`config.mk`:
```
export PLATFORM = sky130hd
export DESIGN_NAME = key8_onehot_scan_flat
export DESIGN_NICKNAME = d
export VERILOG_FILES = /design/src/rtl/key8_pkg.sv /design/src/rtl/key8_onehot_scan_if.sv /design/src/rtl/key8_sync.sv /design/src/rtl/key8_onehot_scan.sv /design/src/flat_wrapper.sv
export SDC_FILE = /design/constraint.sdc
export NUM_CORES = 1
export LEC_CHECK = 0
export ABC_CLOCK_PERIOD_IN_PS = 3450
export BUFFER_PORTS_ARGS = -buffer_cell sky130_fd_sc_hd__buf_2
export CORE_ASPECT_RATIO = 0.75
export CORE_UTILIZATION = 38
export CTS_CLUSTER_DIAMETER = 40
export DETAILED_ROUTE_END_ITERATION = 10
export PLACE_DENSITY_LB_ADDON = 0.3
export SYNTH_ARGS = -nofsm -noshare
export SYNTH_HDL_FRONTEND = slang
export SYNTH_HIERARCHICAL = 1
export SYNTH_SLANG_ARGS = --single-unit
```
`constraint.sdc`:
```
create_clock -name clk -period 3.45 [get_ports clk]
set_clock_uncertainty 0.05 [all_clocks]
set_input_delay 0.69 -clock clk [delete_from_list [all_inputs] [get_ports clk]]
set_output_delay 0.69 -clock clk [all_outputs]
set_load 0.01 [all_outputs]
```
`src/rtl/key8_pkg.sv`:
```
// Shared state encoding and bit-pattern helpers for the 8-key one-hot scanner.
package key8_pkg;

  typedef enum logic [1:0] {
    IDLE     = 2'd0,
    DEBOUNCE = 2'd1,
    HOLD     = 2'd2,
    RELEASE  = 2'd3
  } state_t;

  function automatic logic onehot_check(input logic [7:0] v);
    logic [3:0] ones;
    ones = 4'd0;
    for (int i = 0; i < 8; i++) begin
      ones = ones + {3'd0, v[i]};
    end
    return (ones == 4'd1);
  endfunction

  // Isolates the lowest-index set bit (two's-complement trick).
  function automatic logic [7:0] lowest_bit(input logic [7:0] v);
    return v & (~v + 8'd1);
  endfunction

endpackage

```
`src/rtl/key8_onehot_scan_if.sv`:
```
// Key-level bundle between the raw button inputs, the scanner and the downstream encoder.
interface key8_onehot_scan_if;

  logic [7:0] key_in;
  logic [7:0] q;
  logic       q_valid;
  logic       busy;
  logic       err;

  modport master (
    output key_in,
    input  q,
    input  q_valid,
    input  busy,
    input  err
  );

  modport slave (
    input  key_in,
    output q,
    output q_valid,
    output busy,
    output err
  );

endinterface

```
`src/rtl/key8_sync.sv`:
```
// Two-flop synchronizer bringing the asynchronous 8 key levels into the clk domain.
module key8_sync (
  input  logic       clk,
  input  logic       rst_n,
  input  logic [7:0] d,
  output logic [7:0] q
);

  logic [7:0] meta_r;
  logic [7:0] sync_r;

  // Metastability-settling flop pair, cleared to 0 on reset.
  always_ff @(posedge clk or negedge rst_n) begin
    if (!rst_n) begin
      meta_r <= 8'd0;
      sync_r <= 8'd0;
    end else begin
      meta_r <= d;
      sync_r <= meta_r;
    end
  end

  assign q = sync_r;

endmodule

```
`src/rtl/key8_onehot_scan.sv`:
```
// Debounced 8-key scanner producing a one-hot q with single-cycle q_valid/err strobes.
// Build option KEY8_PRIORITY_EN: accept multi-key patterns as their lowest-index key.
module key8_onehot_scan
  import key8_pkg::*;
#(
  parameter int DEB_CYCLES = 4,
  parameter int CW         = 8
) (
  input logic              clk,
  input logic              rst_n,
  key8_onehot_scan_if.slave bus
);

  localparam logic [CW-1:0] CNT_LAST = CW'(DEB_CYCLES - 1);
  localparam logic [CW-1:0] CNT_ONE  = CW'(32'd1);
  localparam logic [CW-1:0] CNT_ZERO = CW'(32'd0);

  logic [7:0]    ks_s;
  state_t        state_r, state_s;
  logic [CW-1:0] cnt_r, cnt_s;
  logic [7:0]    cap_r, cap_s;
  logic [7:0]    q_r, q_s;
  logic          q_valid_r, q_valid_s;
  logic          err_r, err_s;
  logic          busy_r;

  key8_sync u_sync (
    .clk   (clk),
    .rst_n (rst_n),
    .d     (bus.key_in),
    .q     (ks_s)
  );

  // Next-state, counter, capture and output-strobe decisions.
  always_comb begin
    state_s   = state_r;
    cnt_s     = cnt_r;
    cap_s     = cap_r;
    q_s       = q_r;
    q_valid_s = 1'b0;
    err_s     = 1'b0;
    case (state_r)
      IDLE: begin
        if (ks_s != 8'd0) begin
          state_s = DEBOUNCE;
          cap_s   = ks_s;
          cnt_s   = CNT_ZERO;
        end else begin
          state_s = IDLE;
        end
      end
      DEBOUNCE: begin
        if (ks_s == 8'd0) begin
          state_s = IDLE;
          cnt_s   = CNT_ZERO;
        end else if (ks_s != cap_r) begin
          cap_s = ks_s;
          cnt_s = CNT_ZERO;
        end else if (cnt_r == CNT_LAST) begin
          cnt_s = CNT_ZERO;
`ifdef KEY8_PRIORITY_EN
          q_s       = lowest_bit(cap_r);
          q_valid_s = 1'b1;
          state_s   = HOLD;
`else
          if (onehot_check(cap_r)) begin
            q_s       = cap_r;
            q_valid_s = 1'b1;
            state_s   = HOLD;
          end else begin
            // Rejected chord: q stays 0 and we still wait for a clean release.
            q_s     = 8'd0;
            err_s   = 1'b1;
            state_s = RELEASE;
          end
`endif
        end else begin
          cnt_s = cnt_r + CNT_ONE;
        end
      end
      HOLD: begin
        if (ks_s == 8'd0) begin
          state_s = RELEASE;
          cnt_s   = CNT_ZERO;
        end else begin
          state_s = HOLD;
        end
      end
      RELEASE: begin
        if (ks_s != 8'd0) begin
          cnt_s = CNT_ZERO;
        end else if (cnt_r == CNT_LAST) begin
          q_s     = 8'd0;
          cnt_s   = CNT_ZERO;
          state_s = IDLE;
        end else begin
          cnt_s = cnt_r + CNT_ONE;
        end
      end
      default: begin
        state_s = IDLE;
        cnt_s   = CNT_ZERO;
        q_s     = 8'd0;
      end
    endcase
  end

  // State, counter and registered outputs.
  always_ff @(posedge clk or negedge rst_n) begin
    if (!rst_n) begin
      state_r   <= IDLE;
      cnt_r     <= CNT_ZERO;
      cap_r     <= 8'd0;
      q_r       <= 8'd0;
      q_valid_r <= 1'b0;
      err_r     <= 1'b0;
      busy_r    <= 1'b0;
    end else begin
      state_r   <= state_s;
      cnt_r     <= cnt_s;
      cap_r     <= cap_s;
      q_r       <= q_s;
      q_valid_r <= q_valid_s;
      err_r     <= err_s;
      busy_r    <= (state_s != IDLE);
    end
  end

  assign bus.q       = q_r;
  assign bus.q_valid = q_valid_r;
  assign bus.err     = err_r;
  assign bus.busy    = busy_r;

endmodule

```
`src/flat_wrapper.sv`:
```
// flat-port wrapper written by rule: the top's interface ports become plain ports
module key8_onehot_scan_flat import key8_pkg::*;
#(
  parameter int DEB_CYCLES = 4,
  parameter int CW         = 8
)
  (clk, rst_n, bus_key_in, bus_q, bus_q_valid, bus_busy, bus_err);
  key8_onehot_scan_if bus_i ();
  input logic clk;
  input logic rst_n;
  input wire logic [$bits(bus_i.key_in)-1:0] bus_key_in;
  output wire logic [$bits(bus_i.q)-1:0] bus_q;
  output wire logic [$bits(bus_i.q_valid)-1:0] bus_q_valid;
  output wire logic [$bits(bus_i.busy)-1:0] bus_busy;
  output wire logic [$bits(bus_i.err)-1:0] bus_err;
  assign bus_i.key_in = bus_key_in;
  assign bus_q = bus_i.q;
  assign bus_q_valid = bus_i.q_valid;
  assign bus_busy = bus_i.busy;
  assign bus_err = bus_i.err;
  key8_onehot_scan #(.DEB_CYCLES(DEB_CYCLES), .CW(CW)) u_core (.clk(clk), .rst_n(rst_n), .bus(bus_i));
endmodule
```
Word-level counts from Yosys, hierarchy flattened

Cells that the tools add are included.
Widths: inputs -> output; s select.

Muxes and demuxes: 37
Eq/ne operators: 14
Reductions and logical operators: 9
$add $sub $neg: 8

Operators by type and width:

| cell                | count |
|---|---|
| $mux 8              | 15 |
| $pmux 8 s2          | 2 |
| $pmux 8 s4          | 1 |
| $add 4x1->4         | 6 |
| $mux 1              | 13 |
| $mux 2              | 5 |
| $ne 2x1->1 const B  | 5 |
| $add 8x1->8 const B | 1 |
| $eq 8x2->1 const B  | 1 |
| $logic_not 8->1     | 1 |
| $ne 8x8->1          | 1 |
| $pmux 2 s4          | 1 |
| $reduce_bool 8->1   | 1 |
| $ne 2x2->1 const B  | 3 |
| $reduce_and 6->1    | 1 |
| $reduce_bool 2->1   | 3 |
| $eq 2x2->1 const B  | 2 |
| $eq 4x1->1 const B  | 1 |
| $reduce_and 4->1    | 1 |
| $add 1x1->2         | 1 |
| $eq 2x1->1 const B  | 1 |
| $logic_not 2->1     | 1 |
| $reduce_and 2->1    | 1 |

Input port bits: 10
Register bits: 45
Word-level logic and storage cells: 77
Output and inout bits: 11

Logic depth before layout (Yosys ltp)

Gate-level depths: netlist of the first run.

Depth in word-level cells: 14
Gate-level depth with buffers: 12
Gate-level depth less buffers: 12

By module

Netlist of the first run, hierarchy kept.

Modules (own cells, without submodules):

| module           | instances | area an instance (um^2) | sequential area each (um^2) | cells an instance |
|---|---|---|---|---|
| key8_onehot_scan | 1         | 1616.6                  | 725.7                       | 152 |
| key8_sync        | 1         | 400.4                   | 400.4                       | 16 |

Least setup slack after synthesis of the first run

No wires, ideal clock.

Path kind: reg-to-reg
Start point: reg u_core.cap_r[0]
End point: reg u_core.q_r[2] (netlist: u_core/bus.q[2])
Arrival time: 3.503 ns
Period minus slack after synthesis: 3.619 ns
Path buffers: 0
Data required time: 3.335 ns
Stages on the path, launching flop included: 13
Path slack: -0.169 ns
Library setup time: 0.065 ns
Cells stage by stage: dfrtp_1 > inv_1 > fa_1 > fa_1 > fa_1 > inv_1 > ha_1 > inv_1 > fa_1 > a2111oi_1 > o211ai_1 > nor3b_4 > a22o_1

Cells in the longest elaborated chain, start to end: 13
Elaborated cells on any way between the ends: 16
Classes of those cells: add/sub (7); eq/ne (3); mux (5); reduce/logical (1)

RTL lines:

| element                  | RTL line                | text |
|---|---|---|
| start, declared          | key8_onehot_scan.sv:21  | `logic [7:0] cap_r, cap_s;` |
| start signal, assigned   | key8_onehot_scan.sv:121 | `cap_r <= cap_s;` |
| $add 1x1->2              | key8_pkg.sv:15          | `ones = ones + {3'd0, v[i]};` |
| $add 4x1->4 (6 in a row) | key8_pkg.sv:15          |  |
| $eq 4x1->1               | key8_pkg.sv:17          | `return (ones == 4'd1);` |
| $mux 8                   | key8_onehot_scan.sv:66  | `if (onehot_check(cap_r)) begin` |
| $mux 8                   | key8_onehot_scan.sv:59  | `end else if (cnt_r == CNT_LAST) begin` |
| $mux 8                   | key8_onehot_scan.sv:56  | `end else if (ks_s != cap_r) begin` |
| $mux 8                   | key8_onehot_scan.sv:53  | `if (ks_s == 8'd0) begin` |
| $pmux 8 s2               | key8_onehot_scan.sv:42  | `case (state_r)` |
| end signal, assigned     | key8_onehot_scan.sv:122 | `q_r <= q_s;` |
| end, declared            | key8_onehot_scan.sv:22  | `logic [7:0] q_r, q_s;` |

Several ways; a longest one is shown, not always the timed one. The select of a mux whose other input is x is not followed.
A chain may end at the register's enable or synchronous reset.

Worst setup path in the final report of the first run

Ends and elaborated chain as after synthesis.

==> results of run 1 <==
## layout make-up
type	count	area (um2)	share of cell area [%]
clock inverter	2	38.79	1.594
inverter	21	78.83	3.239
timing repair buffer	31	190.2	7.815
tap	72	90.09	3.702
multi-input combinational	99	837.1	34.40
clock buffer	6	72.57	2.982
sequential	45	1126	46.27
## worst paths after layout
path | slack, ps | cells after the start | start | to
max | -60 | 14 | u_core/cap_r[0] | u_core/bus.q[2]
min | 300 | 0 | u_core/u_sync/meta_r[4] | u_core/u_sync/q[4]
max reg2reg | -60 | 14 | u_core/cap_r[0] | u_core/bus.q[2]
min reg2reg | 300 | 0 | u_core/u_sync/meta_r[4] | u_core/u_sync/q[4]
max in group asynchronous | 2270 | 1 | rst_n | u_core/u_sync/q[7]
min in group asynchronous | 490 | 1 | rst_n | u_core/bus.q[4]
## Yosys cell counts (2+ instances only)
master	n	share of area, %
nor3_1	3	0.74
nand3_1	5	1.2
xnor2_1	8	3.5
and2_1	2	0.62
dfrtp_1	45	56
ha_1	4	2.5
a22o_1	16	6.9
inv_1	21	3.9
a21o_1	2	0.74
a31oi_1	5	1.6
nand2b_1	3	0.93
nor4_2	2	1.2
nor2_1	7	1.3
o21ai_1	5	1.2
fa_1	4	4.0
nand2_1	6	1.1
nand4_1	4	1.2
## timing repair
action | 4_1_cts | 5_1_grt
cloned | 1 | 0
resized for setup | 4 | 6
endpoints found under the setup margin | 10 | 11
buffers inserted | 1 | 2
pin swaps | 6 | 2
## sequential cells by signal (all words and copies together) (netlist names)
| name | count |
|---|---|
| u_core/u_sync/meta_r | 8 |
| u_core/bus.err | 1 |
| u_core/bus.q_valid | 1 |
| u_core/state_r | 2 |
| u_core/bus.busy | 1 |
| u_core/bus.q | 8 |
| u_core/cap_r | 8 |
| u_core/u_sync/q | 8 |
| u_core/cnt_r | 8 |
## per-layer routing
metal	share of wire, %	GRT usage [%]
met1	51	23.49
met2	41	22.42
met3	7.1	4.020
met4	0.67	4.375
met5	0	0
## logic make-up (layout without fill, tap and decap cells)
kind of cell    after synthesis  count (layout)  synth area share, %
compound gates               42              42                16.56
xor+xnor                      9               9                3.908
buf+inv                      24              60                4.901
flops                        45              45                55.83
fa+ha+maj                     8               8                6.452
simple gates                 40              40                12.34
## stage by stage
stage          instance area [um2]  TNS (ps)  cells
2_1_floorplan                 2027    -201.2    168
4_1_cts                       2400    -442.6    275
3_5_place_dp                  2257     -1437    265
3_3_place_gp                  2257    -378.0    265
5_1_grt                       2434     -1492    276
6_report                      2434    -381.7    276
## where the power goes
| group | leakage [nW] | switching [mW] | internal, mW |
|---|---|---|---|
| combinational | 0.513 | 0.0778 | 0.0722 |
| clock | 0.0554 | 0.174 | 0.217 |
| sequential | 0.563 | 0.0133 | 0.542 |
## worst max-delay path, delay by kind of cell, from the launching register on
| kind | cells | cell delay, ps |
|---|---|---|
| AO/OA/AOI/OAI | 3 | 440 |
| adder cells (fa/ha/maj) | 5 | 1840 |
| buffers and inverters | 5 | 530 |
| flip-flops | 1 | 380 |
| AND/OR/NAND/NOR | 1 | 210 |
==> summary.md, run 1 <==
| Metric | Value |
|---|---|
| Total Nets Final | `approximately 220` |
| Minimum clock period | `approximately 3500 ps` |
| Worst skew pair latency | `290 ps` |
| Most frequent cells in the layout | `45 x dfrtp_1, 20 x buf_2, 18 x inv_1` |
| Post-DP HPWL | `2700 um` |
| Post-DR wirelength/cell | `about 14 um` |
| CTS buffer count | `5` |
| Max Freq | `approximately 280 MHz` |
| Vias in the first global route | `between 1000 and 1500` |
| GRT Overall Usage | `15.70%` |
| Fin. max-slew vios | `0` |
| Remaining global-route overflow | `0` |
| Die area | `5606 um2` |
| Fill cells | `483` |
| Syn nets | `around 190` |
| Initial drt markers | `88` |
| Seq/Total Area, Yosys | `around 56%` |
| Routed via count | `around 1400` |
| Failing checks | `setup timing` |
| Deepest clock path buffer count | `2` |
| Ys async rst share | `between 90% and 100%` |
| Final worst slack | `-61.09 ps` |
| CP Capture Type | `flop` |
| # setup viols final | `9` |
| Worst Setup Start Kind | `flop` |
| Post-route DRC | `0` |
| Part of the cycle the worst path needs | `101.8%` |
| Leakage | `approximately 1.1 nW` |
| I/O pin count | `21` |
| Final hold vios | `0` |
| Clock net sink count | `between 40 and 50` |
| Layout cells sized above 1 | `27.45%` |
| Core Area | `~5000 um2` |
| Netlist cell types | `43` |
| Cell Pwr Density | `roughly 450 nW/um2` |
| Port bufs | `20` |
| Most common cell after layout, fill and taps aside | `dfrtp_1` |
| Slowest stage cell, crit path | `fa_1` |
| Via density | `about 5.1` |
| Worst-path clk slew | `approximately 80 ps` |
| Final WL | `3741 um` |
| H-tree level count | `2` |
| Least-Margin Pin Slew | `948.2 ps` |
| Final core area utilization | `about half` |
| Chip Height | `around 65 um` |
| Predominant post-synthesis flop cell | `dfrtp_1` |
| Rows | `22` |
| Initial Util | `around two fifths` |
| Arrival time at the worst endpoint | `3700 ps` |
| Class of the most critical setup path | `flop to flop` |
| CTS tree | `done` |
| DR pass1 iterations | `4` |
| Avg Inst Size Synth | `12.01 um2` |
| Hold buffers post-CTS | `0` |
| Initial antenna violation count | `0` |
| Syn Inst Count | `around 170` |
| Max transition margin | `between 30% and 40%` |
| Status | `finished, violations left` |
| Pin count of the biggest net entering global routing | `46` |
| Unrepaired setup endpoints after global routing | `true` |
| Number of synthesized register bits | `between 40 and 50` |
| Die Wd | `roughly 86 um` |
| N_diodes | `0` |
| Power consumption | `1.096 mW` |
| Final hold slack | `a little over 300 ps` |
| EDFF count, synth | `0` |
| Worst VDD drop | `roughly 0.23 mV` |
| Critical Path Max Stage Delay | `around 500 ps` |
| Crit-path most repeated cell | `fa_1` |
| Max Cap Viol | `0` |
| Ys Warns | `6` |
| Root buf cell | `clkbuf_8` |
| Cell Chain, Critical Path | `inv_1 > fa_1 > fa_1 > fa_1 > inv_2 > ha_4 > inv_2 > fa_2 > a2111oi_4 > o211ai_1 > buf_4 > nor3b_4 > buf_4 > a22o_1` |
| CP Max Fanout | `4` |
| Final GP Congestion | `0.8024` |
| Post-synthesis cell area | `about 2000 um2` |
| Worst path required time | `~3600 ps` |
| Hold Path Class | `flop to flop` |
| First-pass GRT wire length | `around 6700 um` |
| Area growth syn-to-layout | `20.66%` |
| Post-Place Worst Slack | `-165.7 ps` |
| Post-detailed-route count of antenna-violating nets | `0` |
Note: power is estimated with default switching activity, not from simulation.
==> run 2: changes to the inputs <==
--- a/config.mk
+++ b/config.mk
@@ -5,7 +5,7 @@
 export SDC_FILE = /design/constraint.sdc
 export NUM_CORES = 1
 export LEC_CHECK = 0
-export ABC_CLOCK_PERIOD_IN_PS = 3450
+export ABC_CLOCK_PERIOD_IN_PS = 3350
 export BUFFER_PORTS_ARGS = -buffer_cell sky130_fd_sc_hd__buf_2
 export CORE_ASPECT_RATIO = 0.75
 export CORE_UTILIZATION = 38
==> constraint.sdc (replaced) <==
create_clock -name clk -period 3.35 [get_ports clk]
set_clock_uncertainty 0.05 [all_clocks]
set_input_delay 0.67 -clock clk [delete_from_list [all_inputs] [get_ports clk]]
set_output_delay 0.67 -clock clk [all_outputs]
set_load 0.01 [all_outputs]
==> run 2 against run 1 <==
  * The flow still finishes with violations (setup timing)
  * Die area unchanged
  * Final cell count unchanged
  * Power decreased by 4.6%
  * Non-clock buffer count unchanged
  * Utilization shrank 0.82 points
  * Global-route usage decreased by 1.3 points
  * Via count fell by 1.4%
  * Highest routed layer unchanged
==> summary.md, run 2 (synthesis gave the netlist of run 1 again) <==
| Metric | Value |
|---|---|
| Hold path cells | `0` |
| Final core area utilization | `47.75%` |
| Post-DP HPWL | `around 2600 um` |
| Post-Place Worst Slack | `-251.8 ps` |
| Clock net sink count | `between 40 and 50` |
| Worst VDD drop | `0.2268 mV` |
| Post-route design area | `between 2000 and 2500 um2` |
| CP bufs+invs | `4` |
| Part of the cycle the worst path needs | `105.0%` |
| Die Wd | `~86 um` |
| Rows | `22` |
| Cell Chain, Critical Path | `inv_2 > fa_1 > fa_1 > fa_1 > inv_1 > ha_2 > inv_2 > fa_2 > nor2b_1 > o211ai_1 > nor3b_4 > buf_4 > a22o_1` |
| Status | `finished, violations left` |
| Max Freq | `roughly 280 MHz` |
| Leakage | `1.128 nW` |
| HP Start | `u_core/u_sync/meta_r[1]` |
| Layout cells sized above 1 | `between 20 and 30%` |
| Core Area | `between 5000 and 6000 um2` |
| Final WL | `between 3000 and 4000 um` |
| Max Cap Viol | `0` |
| Post-DR wirelength/cell | `about 13 um` |
| Hold buffers post-CTS | `0` |
| Slowest stage cell, crit path | `fa_1` |
| Post-route DRC | `0` |
| H-tree level count | `2` |
| Hold Path Class | `flop to flop` |
| GRT Overall Usage | `14.40%` |
| Port bufs | `20` |
| Fin. max-slew vios | `0` |
| Failing checks | `setup timing` |
| Chip Height | `65.10 um` |
| Worst-path clk slew | `about 80 ps` |
| Unrepaired setup endpoints after global routing | `true` |
| Pin count of the biggest net entering global routing | `46` |
| N_diodes | `0` |
| R2R Path End | `u_core/bus.q[3]` |
| Delay-heaviest family, CP | `adder cells` |
| I/O pin count | `21` |
| Placed instance area | `between 2000 and 2500 um2` |
| Dpl cells | `266` |
| Most frequent cells in the layout | `45 x dfrtp_1, 20 x buf_2, 19 x inv_1` |
| Hold EP | `u_core/u_sync/q[1]` |
| Initial Util | `between 40% and 50%` |
| Worst path required time | `3490 ps` |
| Cell Pwr Density | `437.2 nW/um2` |
| Total Nets Final | `221` |
| Most common cell after layout, fill and taps aside | `dfrtp_1` |
| Final hold vios | `0` |
| Crit-path most repeated cell | `fa_1` |
| Routed via count | `~1400` |
| Remaining global-route overflow | `0` |
| Minimum clock period | `roughly 3500 ps` |
| Final worst slack | `-166.7 ps` |
| First-pass GRT wire length | `roughly 6100 um` |
| DR pass1 iterations | `4` |
| Class of the most critical setup path | `flop to flop` |
| CTS tree | `done` |
| Reg2reg start | `u_core/cap_r[3]` |
| Worst Setup Start Kind | `flop` |
| Area growth syn-to-layout | `18.61%` |
| Worst R2R Path Depth | `13` |
| Critical Path Max Stage Delay | `530 ps` |
| Final GP Congestion | `0.8044` |
| Initial antenna violation count | `0` |
| # setup viols final | `11` |
| CP Capture Type | `flop` |
| Post-detailed-route count of antenna-violating nets | `0` |
| Deepest clock path buffer count | `2` |
| Final hold slack | `299.4 ps` |
| Via density | `4.982` |
| CP Max Fanout | `3` |
| Initial drt markers | `78` |
| CTS buffer count | `5` |
| Final std cells w/o fill | `around 280` |
| Flop2flop setup slack | `-170 ps` |
| Die area | `approximately 5600 um2` |
| Worst skew pair latency | `290 ps` |
| Arrival time at the worst endpoint | `3650 ps` |
| Least-Margin Pin Slew | `939.2 ps` |
| Root buf cell | `clkbuf_8` |
| Vias in the first global route | `1276` |
| Max transition margin | `a little under two fifths` |
## run 2: cell types whose count changed in the layout (fill, tap and decap cells not counted), sizes merged
cell	delta
clkbuf	+1
bufinv	-1
## run 2: area by class of cell
class / instances / area, um2
Inverter: 21 / 78.83
Sequential cell: 45 / 1126
Fill cell: 465 / 2618
Clock inverter: 1 / 5.005
Tap cell: 72 / 90.09
Multi-Input combinational cell: 99 / 809.5
Timing Repair Buffer: 31 / 186.4
Clock buffer: 7 / 96.34
## run 2: how the worst max path moves through the flow
| stage | startpoint | to | slack [ps] | cells after the start |
|---|---|---|---|---|
| after floorplan | u_core/cap_r[3] | u_core/bus.q[0] | -130 | 12 |
| after global placement | u_core/cap_r[3] | u_core/bus.q[1] | -140 | 12 |
| after detailed placement | u_core/cap_r[3] | u_core/bus.q[6] | -250 | 12 |
| after CTS | u_core/cap_r[3] | u_core/bus.q[6] | -170 | 13 |
| after global routing | u_core/cap_r[3] | u_core/bus.q[5] | -300 | 13 |
| final | u_core/cap_r[3] | u_core/bus.q[3] | -170 | 13 |
## run 2: routing by layer
layer / part of all wire, % / track usage, % / vias up
li1: - / - / 662
met4: 0.46 / 5.000 / 0
met2: 42 / 20.73 / 37
met3: 4.4 / 4.397 / 3
met5: 0 / 0 / -
met1: 53 / 20.59 / 673
## run 2: stage by stage
stage | setup TNS, ps | power [mW]
2_1_floorplan | -1001 | 0.6564
3_3_place_gp | -1328 | 0.7036
3_5_place_dp | -2341 | 0.7055
4_1_cts | -1620 | 1.061
5_1_grt | -2986 | 1.108
6_report | -1340 | 1.046
## run 2: power by group
group / internal (mW) / switching (mW)
logic: 0.0584 / 0.0657
registers: 0.558 / 0.0124
clock network: 0.186 / 0.165
## run 2: timing repair
| action | 4_1_cts | 5_1_grt |
|---|---|---|
| setup buffers | 2 | 0 |
| pin swaps | 3 | 1 |
| endpoints found under the setup margin | 11 | 11 |
| gates resized for setup | 3 | 1 |
==> run 3: changes to the inputs <==
--- a/config.mk
+++ b/config.mk
@@ -14,5 +14,4 @@
 export PLACE_DENSITY_LB_ADDON = 0.3
 export SYNTH_ARGS = -nofsm -noshare
 export SYNTH_HDL_FRONTEND = slang
-export SYNTH_HIERARCHICAL = 1
 export SYNTH_SLANG_ARGS = --single-unit
==> run 3 against run 2 <==
  * The flow still finishes with violations (setup timing)
  * First-iteration DRC count shrank 12%
  * Clock-buffer cell count decreased by 2
  * Utilization is 0.14 points higher
  * Clock power is 17% higher
  * Sequential share of layout area fell by 0.39 points
  * Power grew 4.8%
  * Via count shrank 4.8%
  * Critical path type unchanged
  * Largest power group unchanged
  * Highest routed layer unchanged
==> summary.md, run 3 <==
| Metric | Value |
|---|---|
| Status | `finished, violations left` |
| Failing checks | `setup timing` |
| Minimum clock period | `roughly 3500 ps` |
| I/O pin count | `21` |
| Final core area utilization | `47.89%` |
| Fin. max-slew vios | `0` |
| Seq/Total Area, Yosys | `a little over half` |
| Class of the most critical setup path | `flop to flop` |
| Least-Margin Pin Slew | `slightly below 1000 ps` |
| Arrival time at the worst endpoint | `approximately 3700 ps` |
| Power consumption | `1.096 mW` |
| Fill cells | `roughly 460` |
| Area growth syn-to-layout | `17.13%` |
| Reg2reg start | `u_core.cap_r[0]` |
| Ys Warns | `0` |
| Post-route DRC | `0` |
| Root buf cell | `clkbuf_8` |
| Rows | `22` |
| Most frequent cells in the layout | `45 x dfrtp_1, 20 x buf_2, 11 x inv_1` |
| Post-Place Worst Slack | `-175.1 ps` |
| CP Capture Type | `flop` |
| Chip Height | `65.76 um` |
| Leakage | `1.164 nW` |
| Synth top area share | `between 50% and 60%` |
| H-tree level count | `2` |
| Post-synthesis cell area | `between 2000 and 2500 um2` |
| Critical Path Max Stage Delay | `~510 ps` |
| First-pass GRT wire length | `between 6000 and 7000 um` |
| Deepest clock path buffer count | `2` |
| Initial drt markers | `between 60 and 70` |
| Vias in the first global route | `1275` |
| Syn Inst Count | `156` |
| CTS buffer count | `5` |
| Final WL | `between 3000 and 4000 um` |
| Max Cap Viol | `0` |
| Final GP Congestion | `~0.83` |
| CP Max Fanout | `4` |
| Netlist cell types | `between 40 and 50` |
| # setup viols final | `10` |
| Pin count of the biggest net entering global routing | `46` |
| Final hold vios | `0` |
| Cell Pwr Density | `approximately 450 nW/um2` |
| Post-detailed-route count of antenna-violating nets | `0` |
| Post-route design area | `approximately 2400 um2` |
| CTS tree | `done` |
| Die Wd | `around 87 um` |
| Post-DP HPWL | `about 2600 um` |
| Dpl cells | `250` |
| CP bufs+invs | `1` |
| Post-DR wirelength/cell | `between 10 and 15 um` |
| Layout cells sized above 1 | `about a third` |
| Worst setup path start | `u_core.cap_r[0]` |
| Worst R2R Path Depth | `11` |
| Flop2flop setup slack | `-110 ps` |
| Clock net sink count | `between 40 and 50` |
| Critical Path Sink | `u_core.bus.q[7]` |
| EDFF count, synth | `0` |
| Ys async rst share | `100.0%` |
| Max transition margin | `a little over a third` |
| Most common cell after layout, fill and taps aside | `dfrtp_1` |
| Leading area contributor after synthesis | `dfrtp_1` |
| Max Freq | `288.7 MHz` |
| Register Area | `1126 um2` |
| Delay-heaviest family, CP | `adder cells` |
| Core Area | `approximately 5000 um2` |
| Synth cell count leaders | `45 x dfrtp_1, 12 x inv_1, 9 x a22o_1` |
| Worst path required time | `3540 ps` |
| Setup TNS | `-918.1 ps` |
| Worst skew pair latency | `300 ps` |
| Cell Chain, Critical Path | `ha_1 > inv_2 > fa_1 > fa_1 > fa_2 > fa_2 > nor2_2 > a31oi_1 > or3b_4 > nor2_4 > a22o_1` |
| Worst Setup Start Kind | `flop` |
| Final hold slack | `303.3 ps` |
| Hold buffers post-CTS | `0` |
| Part of the cycle the worst path needs | `103.4%` |
| Number of synthesized register bits | `45` |
| Port bufs | `20` |
| Crit path depth | `11` |
| Top post-synthesis cells by area | `dfrtp_1 55%, mux2_4 5.8%, fa_1 3.9%` |
| Total Nets Final | `around 200` |
| Unrepaired setup endpoints after global routing | `true` |
| Syn nets | `between 150 and 200` |
| R2R Path End | `u_core.bus.q[7]` |
| Die area | `5721 um2` |
| Predominant post-synthesis flop cell | `dfrtp_1` |
| Slowest stage cell, crit path | `fa_1` |
| Multi-input logic area | `887.1 um2` |
| Routed via count | `1309` |
| Initial antenna violation count | `0` |
| GRT Overall Usage | `around 15%` |
| Initial Util | `about two fifths` |
| Most common cell in the netlist | `dfrtp_1` |
| Final worst slack | `-114.3 ps` |
| Final std cells w/o fill | `260` |
| DR pass1 iterations | `4` |
| Hold Path Class | `flop to flop` |
| N_diodes | `0` |
| Via density | `about 5.0` |
| Remaining global-route overflow | `0` |
| Avg Inst Size Synth | `13.20 um2` |
| Worst-path clk slew | `around 80 ps` |
| Placed instance area | `between 2000 and 2500 um2` |
| Worst VDD drop | `around 0.24 mV` |
==> run 3: area by class of cell <==
cell class	instances	share of cell area (%)
clock buffers	5	2.853
clock inverters	3	1.919
inverters	12	1.867
multi-input cells	97	36.77
flip-flops and latches	45	46.68
well taps	72	3.734
repair buffers	26	6.172
==> run 3: metal layers <==
| metal | vias to the layer above | track usage, % | routed length [um] |
|---|---|---|---|
| li1 | 617 | - | - |
| met5 | - | 0 | 0 |
| met1 | 659 | 19.14 | 1763 |
| met2 | 31 | 23.33 | 1740 |
| met3 | 2 | 5.653 | 171 |
| met4 | 0 | 3.750 | 8 |
==> run 3: cell families after synthesis <==
| family | share of synthesized area [%] |
|---|---|
| xor+xnor | 3.402 |
| fa+ha+maj | 6.319 |
| mux | 6.379 |
| buf+inv | 3.280 |
| flops | 54.68 |
| simple gates | 15.07 |
| compound gates | 10.87 |
==> run 3: worst min-delay path by stage <==
stage	from	endpoint	depth (start not counted)
after floorplan	u_core.u_sync.meta_r[0]	u_core.u_sync.q[0]	0
after global placement	u_core.u_sync.meta_r[4]	u_core.u_sync.q[4]	0
after detailed placement	u_core.u_sync.meta_r[7]	u_core.u_sync.q[7]	0
after CTS	u_core.u_sync.meta_r[7]	u_core.u_sync.q[7]	0
after global routing	u_core.u_sync.meta_r[6]	u_core.u_sync.q[6]	0
final	u_core.u_sync.meta_r[7]	u_core.u_sync.q[7]	0
==> run 3: what timing repair did <==
| item | in CTS | in global routing |
|---|---|---|
| setup endpoints to repair | 11 | 11 |
| pin swaps | 7 | 3 |
| gates cloned | 1 | 0 |
| gates resized for setup | 3 | 2 |
| buffers inserted | 1 | 0 |
==> run 3: report_power, final <==
part | internal (mW) | switching (mW) | total (mW)
registers | 0.558 | 0.0135 | 0.571
clock network | 0.223 | 0.188 | 0.411
logic | 0.0531 | 0.0601 | 0.113
total | 0.834 | 0.262 | 1.10
